## src/rtl/writebacker.sv

```systemverilog
// Writeback stage: latches the executer's result, extracts and extends load data,
// commits it to the integer register file and serves bypassed read ports.
module writebacker #(
  parameter  int XLEN      = 32,
  parameter  int REG_COUNT = 32,
  parameter  int RETIRE_W  = 64,
  localparam int AW        = $clog2(REG_COUNT)
) (
  input  logic                CLK,
  input  logic                RST,
  input  logic                IN_VALID,
  input  logic                STALL,
  input  logic [AW-1:0]       IN_RD,
  input  logic                IN_REG_WRITE,
  input  logic                IN_MEM_TO_REG,
  input  logic [2:0]          IN_LOAD_FUNCT3,
  input  logic [1:0]          IN_BYTE_OFFSET,
  input  logic [31:0]         IN_PC,
  input  logic [XLEN-1:0]     EXEC_RD,
  input  logic [XLEN-1:0]     MEMORY_OUT,
  input  logic [AW-1:0]       RS1_ADDR,
  input  logic [AW-1:0]       RS2_ADDR,
  output logic [XLEN-1:0]     RS1_VAL,
  output logic [XLEN-1:0]     RS2_VAL,
  output logic [XLEN-1:0]     FORWARDED_VAL,
  output logic [AW-1:0]       FWD_RD,
  output logic                FWD_VALID,
  output logic [31:0]         WB_PC,
  output logic [RETIRE_W-1:0] RETIRED
);

  logic                r_valid;
  logic [AW-1:0]       r_rd;
  logic                r_reg_write;
  logic                r_mem_to_reg;
  logic [2:0]          r_funct3;
  logic [1:0]          r_off;
  logic [31:0]         r_pc;
  logic [XLEN-1:0]     r_exec;
  logic [XLEN-1:0]     r_mem;
  logic [XLEN-1:0]     r_regs [REG_COUNT];
  logic [RETIRE_W-1:0] r_retired;

  logic [7:0]          w_byte;
  logic [15:0]         w_half;
  logic [XLEN-1:0]     w_load;
  logic [XLEN-1:0]     w_wb;
  logic                w_commit;

  always_ff @(posedge CLK) begin
    if (RST) begin
      r_valid      <= 1'b0;
      r_rd         <= '0;
      r_reg_write  <= 1'b0;
      r_mem_to_reg <= 1'b0;
      r_funct3     <= '0;
      r_off        <= '0;
      r_pc         <= '0;
      r_exec       <= '0;
      r_mem        <= '0;
    end else if (!STALL) begin
      r_valid      <= IN_VALID;
      r_rd         <= IN_RD;
      r_reg_write  <= IN_REG_WRITE;
      r_mem_to_reg <= IN_MEM_TO_REG;
      r_funct3     <= IN_LOAD_FUNCT3;
      r_off        <= IN_BYTE_OFFSET;
      r_pc         <= IN_PC;
      r_exec       <= EXEC_RD;
      r_mem        <= MEMORY_OUT;
    end
  end

  // Halfword selection uses only off[1]; a misaligned off[0] is ignored.
  always_comb begin
    w_byte = r_mem[{r_off, 3'b000} +: 8];
    w_half = r_mem[{r_off[1], 4'b0000} +: 16];
    case (r_funct3)
      3'b000:  w_load = {{(XLEN-8){w_byte[7]}}, w_byte};
      3'b001:  w_load = {{(XLEN-16){w_half[15]}}, w_half};
      3'b100:  w_load = {{(XLEN-8){1'b0}}, w_byte};
      3'b101:  w_load = {{(XLEN-16){1'b0}}, w_half};
      default: w_load = r_mem;
    endcase
    w_wb = r_mem_to_reg ? w_load : r_exec;
  end

  assign w_commit = r_valid & r_reg_write & ~STALL & (r_rd != '0);

  // x0 is never written because the commit condition excludes rd == 0.
  always_ff @(posedge CLK) begin
    if (RST) begin
      for (int i = 0; i < REG_COUNT; i++) begin
        r_regs[i] <= '0;
      end
    end else if (w_commit) begin
      r_regs[r_rd] <= w_wb;
    end
  end

  always_ff @(posedge CLK) begin
    if (RST) begin
      r_retired <= '0;
    end else if (r_valid && !STALL) begin
      r_retired <= r_retired + RETIRE_W'(1);
    end
  end

  // Write-first bypass: a read of the register being committed sees the new value.
  always_comb begin
    RS1_VAL = r_regs[RS1_ADDR];
    if (RS1_ADDR == '0) begin
      RS1_VAL = '0;
    end else if (w_commit && (RS1_ADDR == r_rd)) begin
      RS1_VAL = w_wb;
    end
    RS2_VAL = r_regs[RS2_ADDR];
    if (RS2_ADDR == '0) begin
      RS2_VAL = '0;
    end else if (w_commit && (RS2_ADDR == r_rd)) begin
      RS2_VAL = w_wb;
    end
  end

  assign FORWARDED_VAL = w_wb;
  assign FWD_RD        = r_rd;
  assign FWD_VALID     = r_valid & r_reg_write & (r_rd != '0);
  assign WB_PC         = r_pc;
  assign RETIRED       = r_retired;

endmodule

```

## config.mk

```make
export PLATFORM = sky130hd
export DESIGN_NAME = writebacker
export DESIGN_NICKNAME = d
export VERILOG_FILES = /design/src/rtl/writebacker.sv
export SDC_FILE = /design/constraint.sdc
export NUM_CORES = 2
export LEC_CHECK = 0
export BUFFER_PORTS_ARGS = -buffer_cell sky130_fd_sc_hd__buf_2
export CORE_ASPECT_RATIO = 0.5
export CORE_MARGIN = 3
export CORE_UTILIZATION = 45
export CTS_CLUSTER_SIZE = 12
export DETAILED_ROUTE_END_ITERATION = 8
export SYNTH_ARGS = -nofsm -noshare
export SYNTH_HDL_FRONTEND = slang
export SYNTH_SLANG_ARGS = --single-unit
```

## constraint.sdc

```tcl
create_clock -name CLK -period 5.8 [get_ports CLK]
set_input_delay 1.45 -clock CLK [delete_from_list [all_inputs] [get_ports CLK]]
set_output_delay 1.45 -clock CLK [all_outputs]
set_load 0.02 [all_outputs]
```

Yosys cells after proc, flatten, opt, wreduce, memory -nomap -nowiden
Memories as Yosys holds them, arrays and structs flattened.
Index checks and enable logic that the tools add are counted.
{ "word_totals": {"reg_bits": 173, "latchBits": 0, "mem_bits_rw": 1024, "mem_bits_ro": 0, "in_bits": 122, "out_inout_bits": 198, "wordCells": 47, "mem_count": 1} }
{ "mem_list": {"columns": ["memory", "depth", "word_bits", "read_ports", "rd_ports_with_merged_regs", "wr", "line_no", "text"], "rows": [
  ["r_regs", 32, 32, 2, 0, 32, "41", "logic [XLEN-1:0] r_regs [REG_COUNT];"]
]} }
{ "classes": {"addsub": 1, "n_mul": 0, "div": 0, "order_cmp": 0, "eq_ne": 5, "shifts": 2, "muxes": 14, "bitwise": 5, "n_reduce_logical": 9} }
{ "op_table": {"columns": ["cell", "n"], "rows": [
  ["32-bit 2-to-1 mux", 6],
  ["32-bit case mux with 4 select lines", 1],
  ["64-bit by 1-bit adder with 64-bit output, second input constant", 1],
  ["32-bit OR reduction", 1],
  ["32-bit by 6-bit variable part select with 16-bit output", 1],
  ["32-bit by 6-bit variable part select with 8-bit output", 1],
  ["5-bit equality test", 2],
  ["5-bit logical NOT", 2],
  ["3-bit equality test, second input constant", 2],
  ["1-bit 2-to-1 mux", 6],
  ["5-bit 2-to-1 mux", 1],
  ["5-bit nonzero test", 1],
  ["1-bit AND", 4],
  ["3-bit by 1-bit equality test with 1-bit output, second input constant", 1],
  ["1-bit logical AND", 3],
  ["3-bit logical NOT", 1],
  ["1-bit logical NOT", 1],
  ["1-bit NOT", 1]
]} }

Depth between registers and ports, before layout
{ "depth": {"word_depth": 8, "depth_mapped": 11, "depth_no_buf": 6} }

Least setup slack after synthesis
No wires, ideal clock.
{ "synth_timing": {"path_kind": "input-to-output", "startpoint": "input port RS1_ADDR[0]", "endpoint": "output port RS1_VAL[10]", "arrival_time_ps": 3458, "t_required_ps": 4350, "path_slack_ps": 892, "cell_stages": 9, "path_buffers": 4, "path_cell_list": "buf_2 -> buf_4 -> buf_4 -> xnor2_1 -> nand4_1 -> nor3_2 -> buf_2 -> a211oi_1 -> a211oi_1"} }
{ "synth_between": {"elab_chain_cells": 4, "word_cells_on_any_way": 6, "cone_classes": "1 x eq/ne; 2 x mux; 2 x reduce/logical; 1 x memory"} }
{ "synth_rtl": {"columns": ["element", "line_no", "text"], "rows": [
  ["from (decl)", "21", "input logic [AW-1:0] RS1_ADDR,"],
  ["parallel branches: the longest is 3 deep, another holds memory 32 x 32 bit", null, null],
  ["32-bit 2-to-1 mux (*)", "112", "if (RS1_ADDR == '0) begin"],
  ["to (decl)", "23", "output logic [XLEN-1:0] RS1_VAL,"]
]} }
Mark *: on every way between the ends.

Worst setup path after layout
{ "layout_timing": {"startpoint": "input port RS2_ADDR[1]", "endpoint": "output port RS2_VAL[6]"} }
{ "layout_between": {"elab_chain_cells": 4, "word_cells_on_any_way": 6, "cone_classes": "1 x eq/ne; 2 x mux; 2 x reduce/logical; 1 x memory"} }
{ "layout_rtl": {"columns": ["element", "line_no", "text"], "rows": [
  ["from (decl)", "22", "input logic [AW-1:0] RS2_ADDR,"],
  ["parallel branches: the longest is 3 deep, another holds memory 32 x 32 bit", null, null],
  ["32-bit 2-to-1 mux (*)", "118", "if (RS2_ADDR == '0) begin"],
  ["to (decl)", "24", "output logic [XLEN-1:0] RS2_VAL,"]
]} }
Marks and branches as above.

==> results by group <==
Yosys
  • Register area share after synthesis: 56.0%
  • Top_reg_cell synth: edfxtp_1
  • Post-Synthesis Cells: 4760
  • Synth Register Bits: around 1200
  • Number of synthesized flops with an enable pin: 1024
  • Cell variety after synth: between 60 and 70
  • Cell Area, Synth: around 60000 sq um
  • Syn Area/Cell: 12.8 sq um
  • Synth warn: 0
  • FFs w/ async S/R, synth: 0%

Detailed routing
  • DRT iter0 DRCs: 7034
  • DRT antenna net count: 0
  • TritonRoute pass-1 iters: 6
  • DR vias/cell: 6.55
  • DRC errors left: 0
  • DR vias: 45174
  • Routed wire length: 228000 microns
  • Avg WL per Cell: 33.0 microns

STA
  • Headroom to the max-slew limit: 17.3%
  • Final-report setup violation count: 0
  • Max Clk Rate: 180 MHz
  • TNS Setup: 0 ns
  • Fin. Hold Viols: 0
  • Final min period: 5.56 ns
  • Slew Viols, Final: 0
  • Clk_skew: approximately 0.04 ns
  • Worst slew pin tran: 1.24 ns
  • Post-route setup slack: between 0.2 and 0.25 ns
  • RSZ-0062 raised after global routing: false
  • Final period util: 95.9%
  • WHS: 0.493 ns

Floorplan
  • Die Ht: 266 microns
  • Chip Width: 527 microns
  • IO Pins: 320
  • Core Area: 133000 sq um
  • Initial core utilization: 45.9%
  • DIE AREA: roughly 140000 sq um
  • # rows: 94

Global routing
  • Antenna violations before repair: 21
  • Largest net degree at the start of global routing: 92
  • Gr ovfl total: 0
  • Vias in the first global route: 44448
  • First-pass GRT wire length: 322000 microns
  • Total track usage: 32.0%

Power
  • Worst vdd ir: roughly 0.22 mV
  • Leak: ~25 nW
  • Power Dens Cells: between 200 and 300 nW/um^2
  • Overall power: 19.6 mW

Clock network
  • Clk sinks: about 1200
  • CTS Buf Count: 114
  • Clock Tree Buf Depth: 3
  • Clk_lat worst skew: 0.75 ns
  • Clk pin slew, worst setup/hold paths: around 0.060 ns
  • Post-CTS setup buffer count: 0
  • Post-CTS Hold Fix Bufs: 0
  • Post-cts sizing count: 0
  • CTS tree: yes
  • H-tree levels: 3
  • Clock Root Buffer: clkbuf_16

Hold path
  • Hold Crit Class: register to register

Placement
  • Placed insts: 6725
  • Post-DP HPWL: approximately 150000 microns
  • Port-buffer cells: 319
  • GP Congestion: 0.972
  • Pre-CTS setup slack: 0.350 ns

Final layout
  • Reg with most FFs: r_regs
  • P&R area growth vs syn: 13.8%
  • Layout cells sized above 1: 25.1%
  • Final non-filler cell total: 6895
  • Max reg flops: 1024
  • Commonest non-fill, non-tap cell in the layout: nor2_1
  • Commonest cells after routing, fill and taps aside: 1211 x nor2_1, 1024 x edfxtp_1, 417 x mux4_2, 403 x mux2i_1, 310 x buf_2
  • Final Net Count: 5188

Setup path
  • Critical path class: input pin to output pin
  • CP cell instances: buf_6 > nor2b_4 > buf_4 > buf_4 > a22oi_1 > and3_1 > a31oi_1 > o311a_1 > o22ai_1 > buf_2
  • Crit path max fanout: 38
  • Critical path's top delay family: buffers and inverters
  • Slowest Stage Delay on Critical Path: 0.55 ns
  • Cell mode on critical path: buf_4
  • CP bufs+invs: 4
  • Nature of the critical path endpoint: output pin
  • CP Data Arrival Time: 4.11 ns
  • Data required, critical path: 4.35 ns
  • Slowest CP cell: buf_4
  • Reg-to-reg setup timing slack: 2.18 ns
  • Crit start category: input pin

Outcome
  • Status: finished clean

Job
  • # Max-Cap Violations: 0
==> worst paths after layout <==
path                     from        endpoint  cells past startpoint
setup reg to reg     r_off[1]  r_regs[14][13]                      7
setup / recovery  RS2_ADDR[1]      RS2_VAL[6]                     10
hold / removal      WB_PC[22]       WB_PC[22]                      2
hold reg to reg     WB_PC[22]       WB_PC[22]                      2
==> power breakdown <==
group / total [mW] / internal [mW] / switching, mW
Combinational: 2.82 / 1.03 / 1.79
Sequential: 9.83 / 9.63 / 0.205
Clock: 6.91 / 3.62 / 3.29
Total: 19.6 / 14.3 / 5.28
==> synth_stat cells (all sizes together), types with 46 or more instances <==
cell | instances | share of area, %
nor2 | 1223 | 7.6
edfxtp | 1024 | 50
mux4 | 417 | 15
mux2i | 403 | 6.6
clkbuf | 275 | 1.7
buf | 198 | 1.9
dfxtp | 173 | 5.7
o21ai | 135 | 1.2
nand2 | 106 | 0.65
nand3 | 96 | 0.79
a22oi | 90 | 1.1
a21oi | 86 | 0.70
a221oi | 71 | 1.0
nor2b | 46 | 0.48
==> stage by stage <==
stage | util [%] | instance area [sq um]
3_3_place_gp | 49.9 | 66300
3_5_place_dp | 49.9 | 66300
5_1_grt | 52.2 | 69500
4_1_cts | 52.2 | 69500
2_1_floorplan | - | 61200
6_report | 52.2 | 69500
==> metal layers <==
metal	vias to the layer above	global-route usage, %	wire, microns
li1	18377	-	-
met1	23002	42.9	85300
met2	3275	47.4	98000
met3	498	13.4	36300
met4	22	10.1	8010
met5	-	0	132
==> cell families (layout without fill, tap and decap cells) <==
logic type | count (synthesis) | in the layout | share of synthesized area, %
simple gates | 1651 | 1651 | 11.4
flops | 1197 | 1197 | 56.0
mux | 828 | 828 | 22.1
buf+inv | 517 | 840 | 3.85
compound gates | 504 | 504 | 5.70
xor+xnor | 61 | 61 | 0.875
fa+ha+maj | 1 | 1 | 0.0205
other cells | 1 | 37 | 0.00614
==> final cells by class <==
cell class / instances / area [sq um]
Sequential cell: 1197 / 34200
Tap cell: 1776 / 2220
Clock inverter: 18 / 116
Antenna cell: 5 / 12.5
Fill cell: 11247 / 63500
Clock buffer: 147 / 3010
Multi-Input combinational cell: 3077 / 25000
Timing Repair Buffer: 631 / 4750
Inverter: 44 / 165
==> tightest hold or removal path: stages (launching register included) <==
cell and delay [ns]:
dfxtp_1 0.32, mux2i_1 0.06, nor2_1 0.07
(Power assumes the default switching activity.)
